==> src/rtl/net_demo_pkg.sv <==
// Shared types and constants for the net sequence driver.
//   state_t       : driver FSM states
//   DEFAULT_WIDTH : default number of pattern bits per transfer
package net_demo_pkg;

  localparam int unsigned DEFAULT_WIDTH = 8;

  typedef enum logic [1:0] {
    S_IDLE  = 2'd0,
    S_SHIFT = 2'd1,
    S_FLUSH = 2'd2,
    S_DONE  = 2'd3
  } state_t;

endpackage

==> src/rtl/net_sequence_driver_if.sv <==
// Handshake and serial-net bundle between a requester and the driver.
//   start/pattern/abort     : request side (master drives)
//   ready/busy/done/bit_cnt : status (slave drives)
//   net1/net2               : the two serial net stages (slave drives)
interface net_sequence_driver_if
  import net_demo_pkg::*;
#(
  parameter int unsigned WIDTH = DEFAULT_WIDTH,
  parameter int unsigned CW    = $clog2(WIDTH + 1)
);

  logic             start;
  logic [WIDTH-1:0] pattern;
  logic             abort;
  logic             ready;
  logic             net1;
  logic             net2;
  logic             busy;
  logic             done;
  logic [CW-1:0]    bit_cnt;

  modport master (
    output start, pattern, abort,
    input  ready, net1, net2, busy, done, bit_cnt
  );

  modport slave (
    input  start, pattern, abort,
    output ready, net1, net2, busy, done, bit_cnt
  );

endinterface

==> src/rtl/net_delay_reg.sv <==
// One-clock delay register forming the second net stage.
//   clk, rst : clock, asynchronous active-high reset
//   d, q     : data in, data out one cycle later (reset value 0)
module net_delay_reg (
  input  logic clk,
  input  logic rst,
  input  logic d,
  output logic q
);

  always_ff @(posedge clk or posedge rst) begin
    if (rst) begin
      q <= 1'b0;
    end else begin
      q <= d;
    end
  end

endmodule

==> src/rtl/net_sequence_driver.sv <==
// Serialises a captured pattern MSB first onto net1, with net2 trailing
// by one cycle, then flushes and pulses done.
//   clk, rst : clock, asynchronous active-high reset
//   bus      : request/status/net bundle (slave side)
module net_sequence_driver
  import net_demo_pkg::*;
#(
  parameter int unsigned WIDTH = DEFAULT_WIDTH,
  parameter int unsigned CW    = $clog2(WIDTH + 1)
) (
  input  logic                  clk,
  input  logic                  rst,
  net_sequence_driver_if.slave  bus
);

  localparam logic [CW-1:0] CNT_FULL = CW'(WIDTH);

  state_t           r_state;
  logic [WIDTH-1:0] r_shift;
  logic [CW-1:0]    r_bit_cnt;
  logic             r_net1;
  logic             r_ready;
  logic             r_busy;
  logic             r_done;

  logic             w_accept;
  logic             w_kill;
  logic             w_delay_d;
  logic             w_net2;

  // Abort only matters while a transfer is on the nets; in IDLE it also vetoes start.
  assign w_accept  = (r_state == S_IDLE) & bus.start & ~bus.abort;
  assign w_kill    = r_busy & bus.abort;
  // An abort must leave both net stages at 0 on the following cycle.
  assign w_delay_d = w_kill ? 1'b0 : r_net1;

  // Driver FSM with registered outputs.
  always_ff @(posedge clk or posedge rst) begin
    if (rst) begin
      r_state   <= S_IDLE;
      r_shift   <= '0;
      r_bit_cnt <= '0;
      r_net1    <= 1'b0;
      r_ready   <= 1'b1;
      r_busy    <= 1'b0;
      r_done    <= 1'b0;
    end else begin
      r_done <= 1'b0;
      case (r_state)
        S_IDLE: begin
          if (w_accept) begin
            r_shift   <= bus.pattern;
            r_bit_cnt <= '0;
            r_state   <= S_SHIFT;
            r_ready   <= 1'b0;
            r_busy    <= 1'b1;
          end
        end
        S_SHIFT: begin
          if (bus.abort) begin
            r_state   <= S_IDLE;
            r_net1    <= 1'b0;
            r_bit_cnt <= '0;
            r_busy    <= 1'b0;
            r_ready   <= 1'b1;
          end else if (r_bit_cnt == CNT_FULL) begin
            // Last bit has had its cycle on net1; release the net.
            r_net1  <= 1'b0;
            r_state <= S_FLUSH;
          end else begin
            r_net1    <= r_shift[WIDTH-1];
            r_shift   <= {r_shift[WIDTH-2:0], 1'b0};
            r_bit_cnt <= r_bit_cnt + CW'(1);
          end
        end
        S_FLUSH: begin
          if (bus.abort) begin
            r_state   <= S_IDLE;
            r_bit_cnt <= '0;
            r_busy    <= 1'b0;
            r_ready   <= 1'b1;
          end else begin
            r_state <= S_DONE;
            r_busy  <= 1'b0;
            r_done  <= 1'b1;
          end
        end
        S_DONE: begin
          r_state <= S_IDLE;
          r_ready <= 1'b1;
        end
        default: begin
          r_state <= S_IDLE;
          r_ready <= 1'b1;
          r_busy  <= 1'b0;
        end
      endcase
    end
  end

  net_delay_reg u_net2 (
    .clk (clk),
    .rst (rst),
    .d   (w_delay_d),
    .q   (w_net2)
  );

  assign bus.ready   = r_ready;
  assign bus.net1    = r_net1;
  assign bus.net2    = w_net2;
  assign bus.busy    = r_busy;
  assign bus.done    = r_done;
  assign bus.bit_cnt = r_bit_cnt;

endmodule

==> src/flat_wrapper.sv <==
// flat-port wrapper written by rule: the top's interface ports become plain ports
module net_sequence_driver_flat import net_demo_pkg::*;
#(
  parameter int unsigned WIDTH = DEFAULT_WIDTH,
  parameter int unsigned CW    = $clog2(WIDTH + 1)
)
  (clk, rst, bus_start, bus_pattern, bus_abort, bus_ready, bus_net1, bus_net2, bus_busy, bus_done, bus_bit_cnt);
  net_sequence_driver_if #(.WIDTH(WIDTH), .CW(CW)) bus_i ();
  input  logic clk;
  input  logic rst;
  input wire logic [$bits(bus_i.start)-1:0] bus_start;
  input wire logic [$bits(bus_i.pattern)-1:0] bus_pattern;
  input wire logic [$bits(bus_i.abort)-1:0] bus_abort;
  output wire logic [$bits(bus_i.ready)-1:0] bus_ready;
  output wire logic [$bits(bus_i.net1)-1:0] bus_net1;
  output wire logic [$bits(bus_i.net2)-1:0] bus_net2;
  output wire logic [$bits(bus_i.busy)-1:0] bus_busy;
  output wire logic [$bits(bus_i.done)-1:0] bus_done;
  output wire logic [$bits(bus_i.bit_cnt)-1:0] bus_bit_cnt;
  assign bus_i.start = bus_start;
  assign bus_i.pattern = bus_pattern;
  assign bus_i.abort = bus_abort;
  assign bus_ready = bus_i.ready;
  assign bus_net1 = bus_i.net1;
  assign bus_net2 = bus_i.net2;
  assign bus_busy = bus_i.busy;
  assign bus_done = bus_i.done;
  assign bus_bit_cnt = bus_i.bit_cnt;
  net_sequence_driver #(.WIDTH(WIDTH), .CW(CW)) u_core (.clk(clk), .rst(rst), .bus(bus_i));
endmodule
==> config.mk <==
export PLATFORM = sky130hd
export DESIGN_NAME = net_sequence_driver_flat
export DESIGN_NICKNAME = d
export VERILOG_FILES = /design/src/rtl/net_demo_pkg.sv /design/src/rtl/net_sequence_driver_if.sv /design/src/rtl/net_delay_reg.sv /design/src/rtl/net_sequence_driver.sv /design/src/flat_wrapper.sv
export SDC_FILE = /design/constraint.sdc
export NUM_CORES = 1
export LEC_CHECK = 0
export ABC_AREA = 1
export CAP_MARGIN = 10
export CORE_MARGIN = 4
export CORE_UTILIZATION = 35
export DETAILED_ROUTE_END_ITERATION = 10
export HOLD_SLACK_MARGIN = 0.08
export PLACE_DENSITY_LB_ADDON = 0.25
export SYNTH_ARGS = -nofsm -noshare
export SYNTH_HDL_FRONTEND = slang
export SYNTH_SLANG_ARGS = --single-unit
==> constraint.sdc <==
create_clock -name clk -period 1.7 [get_ports clk]
set_input_delay 0.255 -clock clk [delete_from_list [all_inputs] [get_ports clk]]
set_output_delay 0.255 -clock clk [all_outputs]
set_load 0.03 [all_outputs]
==> key figures <==
Die
  • I/O pins: 21
  • Die width: 65.1 um
  • Starting Density: 37.1%
  • Core area: 3080 um2
  • Die Y-Extent: 65.1 um
  • DIE AREA: 4240 um2
  • Core Rows: 20

Yosys
  • Warnings from Yosys: 0
  • Register area share after synthesis: 41.8%
  • Syn Area/Cell: 7.92 um2
  • Synthesized cell area: 1140 um2
  • Syn nets: 162
  • Netlist cell types: 24
  • Yosys top cell area share: 39.5%
  • Post-Syn Instances: 144
  • Most area-consuming cells after synthesis: dfrtp_1 39%, nand2_1 18%, ha_1 6.6%
  • Synth area leader: dfrtp_1
  • #FFs+latches synth: 19

Clock tree
  • CTS tree: built
  • CTS H-Tree Depth: 1
  • Skew-Pair Late Insertion Delay: 0.31 ns
  • CTS Sinks: 19
  • Longest Clk Path Bufs: 2
  • Reg clk slew, reported paths: 0.12 ns
  • Clock Root Buffer: clkbuf_4
  • CTS buffer count: 3

Timing
  • Fmax: 625 MHz
  • RSZ-0062 raised after global routing: false
  • Worst-Margin Slew: 0.348 ns
  • Final Hold Slack: 0.191 ns
  • Slew Limit Fails: 0
  • Final setup fails: 0
  • Fin Setup TNS: 0 ns
  • Crit path time final: 1.60 ns
  • Final Hold Viols: 0
  • Final worst path period share: 94.1%
  • Rel. slew slack: 76.8%
  • Skew final: 0.00501 ns

Routing
  • DRT antenna net count: 0
  • Routed wire length: 2370 um
  • Vias: 981
  • Initial DRC count: 56
  • Routed WL per cell: 11.1 um
  • Via/cell ratio: 4.61
  • Remaining routing DRC violations: 0
  • Iteration count of the initial detailed-routing pass: 4

GRT
  • Initial antenna violation count: 0
  • First-pass GRT wire length: 4450 um
  • Total grt overflow: 0
  • GRT Total Usage: 13.5%
  • Largest net degree at the start of global routing: 13
  • Vias in the first global route: 996

Finish
  • Layout Area Growth over Synthesis: 24.8%
  • Nets: 188
  • Antenna diodes: 0
  • Fillers: 316
  • Share of layout cells above drive strength 1: 16.6%
  • Area of the multi-input gates: 586 um2
  • FF/Latch Area: 477 um2

Worst hold path
  • Worst Hold Class: input port to asynchronous set/reset pin

Placement
  • I/O Buffers: 20
  • GP Congestion: 0.839
  • Detailed Place HPWL: 1850 um

Critical path
  • Critical path data required time: 1.44 ns
  • CP Cell Sequence: clkdlybuf4s50_1
  • Crit-path max cell delay: 0.67 ns
  • Buf/Inv on CP: 1
  • Crit path kind: register to primary output
  • CP top delay family: buffers and inverters
  • CP max-delay cell: clkdlybuf4s50_1
  • Startpoint Class: register
  • CP Capture Type: primary output
  • Max FO, Critical Path: 2
  • Critical path arrival: 1.34 ns

Power and ir drop
  • Leakage: 0.000749 uW
  • VDD IR max: 569 uV
  • Power per cell area: 1710 nW/um2
  • Design Power: 2440 uW

Job
  • Max-Cap Viols: 0

Outcome
  • Status: complete, no violations
-- final cells by class --
cell class                 instances  share of cell area (%)
multi-input combinational        107                    41.1
tap                               44                    3.87
timing repair buffer              23                    15.4
clock buffer                       3                    1.58
sequential                        19                    33.5
clock inverter                     1                   0.351
inverter                          16                    4.22
-- flip-flops by register name, indices dropped and copies added (netlist names) --
name,flops
u_core.bus.bit_cnt,4
u_core.u_net2.q,1
u_core.bus.net1,1
u_core.bus.busy,1
u_core.bus.done,1
u_core.r_shift,8
u_core.bus.ready,1
u_core.r_state,2
-- worst register-to-register path, stage by stage, from the launching register on --
cell,delay (ns)
dfrtp_1,0.43
inv_1,0.09
ha_1,0.36
nor2_4,0.08
nor2_8,0.19
nand3_4,0.14
nand2_1,0.09
nand2_1,0.05
-- final timing paths --
check	depth (start not counted)	startpoint	slack, ns	end
worst max register to register	7	u_core.r_state[1]$_DFFE_PP0P_	0.18	u_core.r_shift[4]$_DFFE_PP0P_
worst min-delay path	2	rst	0.19	u_core.bus.bit_cnt[1]$_DFFE_PP0P_
worst max-delay path	1	u_core.bus.net1$_DFFE_PP0N_	0.10	bus_net1
max in group asynchronous	3	rst	1.03	u_core.r_shift[1]$_DFFE_PP0P_
worst min register to register	2	u_core.r_shift[0]$_DFFE_PP0P_	0.49	u_core.r_shift[0]$_DFFE_PP0P_
min in group clk	2	u_core.r_shift[0]$_DFFE_PP0P_	0.49	u_core.r_shift[0]$_DFFE_PP0P_
-- cells in the final DEF (no fill, tap or decap), types with 2 or more instances in the layout --
cell / instances
buf_4: 3
nand4_1: 9
nand3_1: 6
clkbuf_4: 3
o21ai_0: 2
nor2_1: 7
o21ai_1: 4
nand2_1: 55
dlygate4sd2_1: 5
dfrtp_1: 18
inv_2: 5
nor2_4: 2
nand2_2: 7
inv_1: 11
clkdlybuf4s50_1: 14
ha_1: 6
-- cells by family after synthesis --
group	synth area share (%)
AO/OA/AOI/OAI	4.50
XOR/XNOR	0.768
adder cells (fa/ha/maj)	6.58
buffers and inverters	6.91
flip-flops	41.8
AND/OR/NAND/NOR	39.5
-- synth_stat cells --
| library cell | instances |
|---|---|
| a21oi_1 | 1 |
| nand3_4 | 1 |
| nor2_4 | 2 |
| nor2_2 | 1 |
| buf_4 | 1 |
| o21ai_1 | 4 |
| dfstp_2 | 1 |
| nand2_2 | 7 |
| nand4_1 | 9 |
| nand2_4 | 1 |
| nand3_1 | 6 |
| a21oi_2 | 1 |
| nand3_2 | 1 |
| o21ai_0 | 2 |
| xor2_1 | 1 |
| nand2_1 | 55 |
| inv_2 | 5 |
| ha_1 | 6 |
| dfrtp_1 | 18 |
| o211ai_1 | 1 |
| nor2_8 | 1 |
| nor2_1 | 7 |
| buf_6 | 1 |
| inv_1 | 11 |
-- layer usage --
metal / wire length [um] / global-route usage, %
met5: 0 / 0
met4: 17 / 4.15
met3: 120 / 4.27
met2: 1110 / 21.5
met1: 1120 / 17.6
-- timing repair --
item / CTS / global route
gates resized for setup: 5 / 1
setup endpoints to repair: 5 / 1
setup buffers: 0 / 0
endpoints found under the hold margin: 0 / 0
hold buffers: 0 / 0
-- stage by stage --
step           cell area, um2  std cells  util (%)  worst slack (ns)
2_1_floorplan            1140        144         -             0.219
3_3_place_gp             1400        209      45.5             0.202
3_5_place_dp             1400        209      45.5             0.170
4_1_cts                  1420        213      46.2            0.0216
5_1_grt                  1420        213      46.3            0.0237
6_report                 1420        213      46.3             0.101
-- power breakdown --
part | total [uW] | switching [uW] | internal, uW
clock | 241 | 154 | 87.9
combinational | 1450 | 923 | 531
sequential | 745 | 114 | 631
No activity file was read; power rests on OpenSTA's default activity.
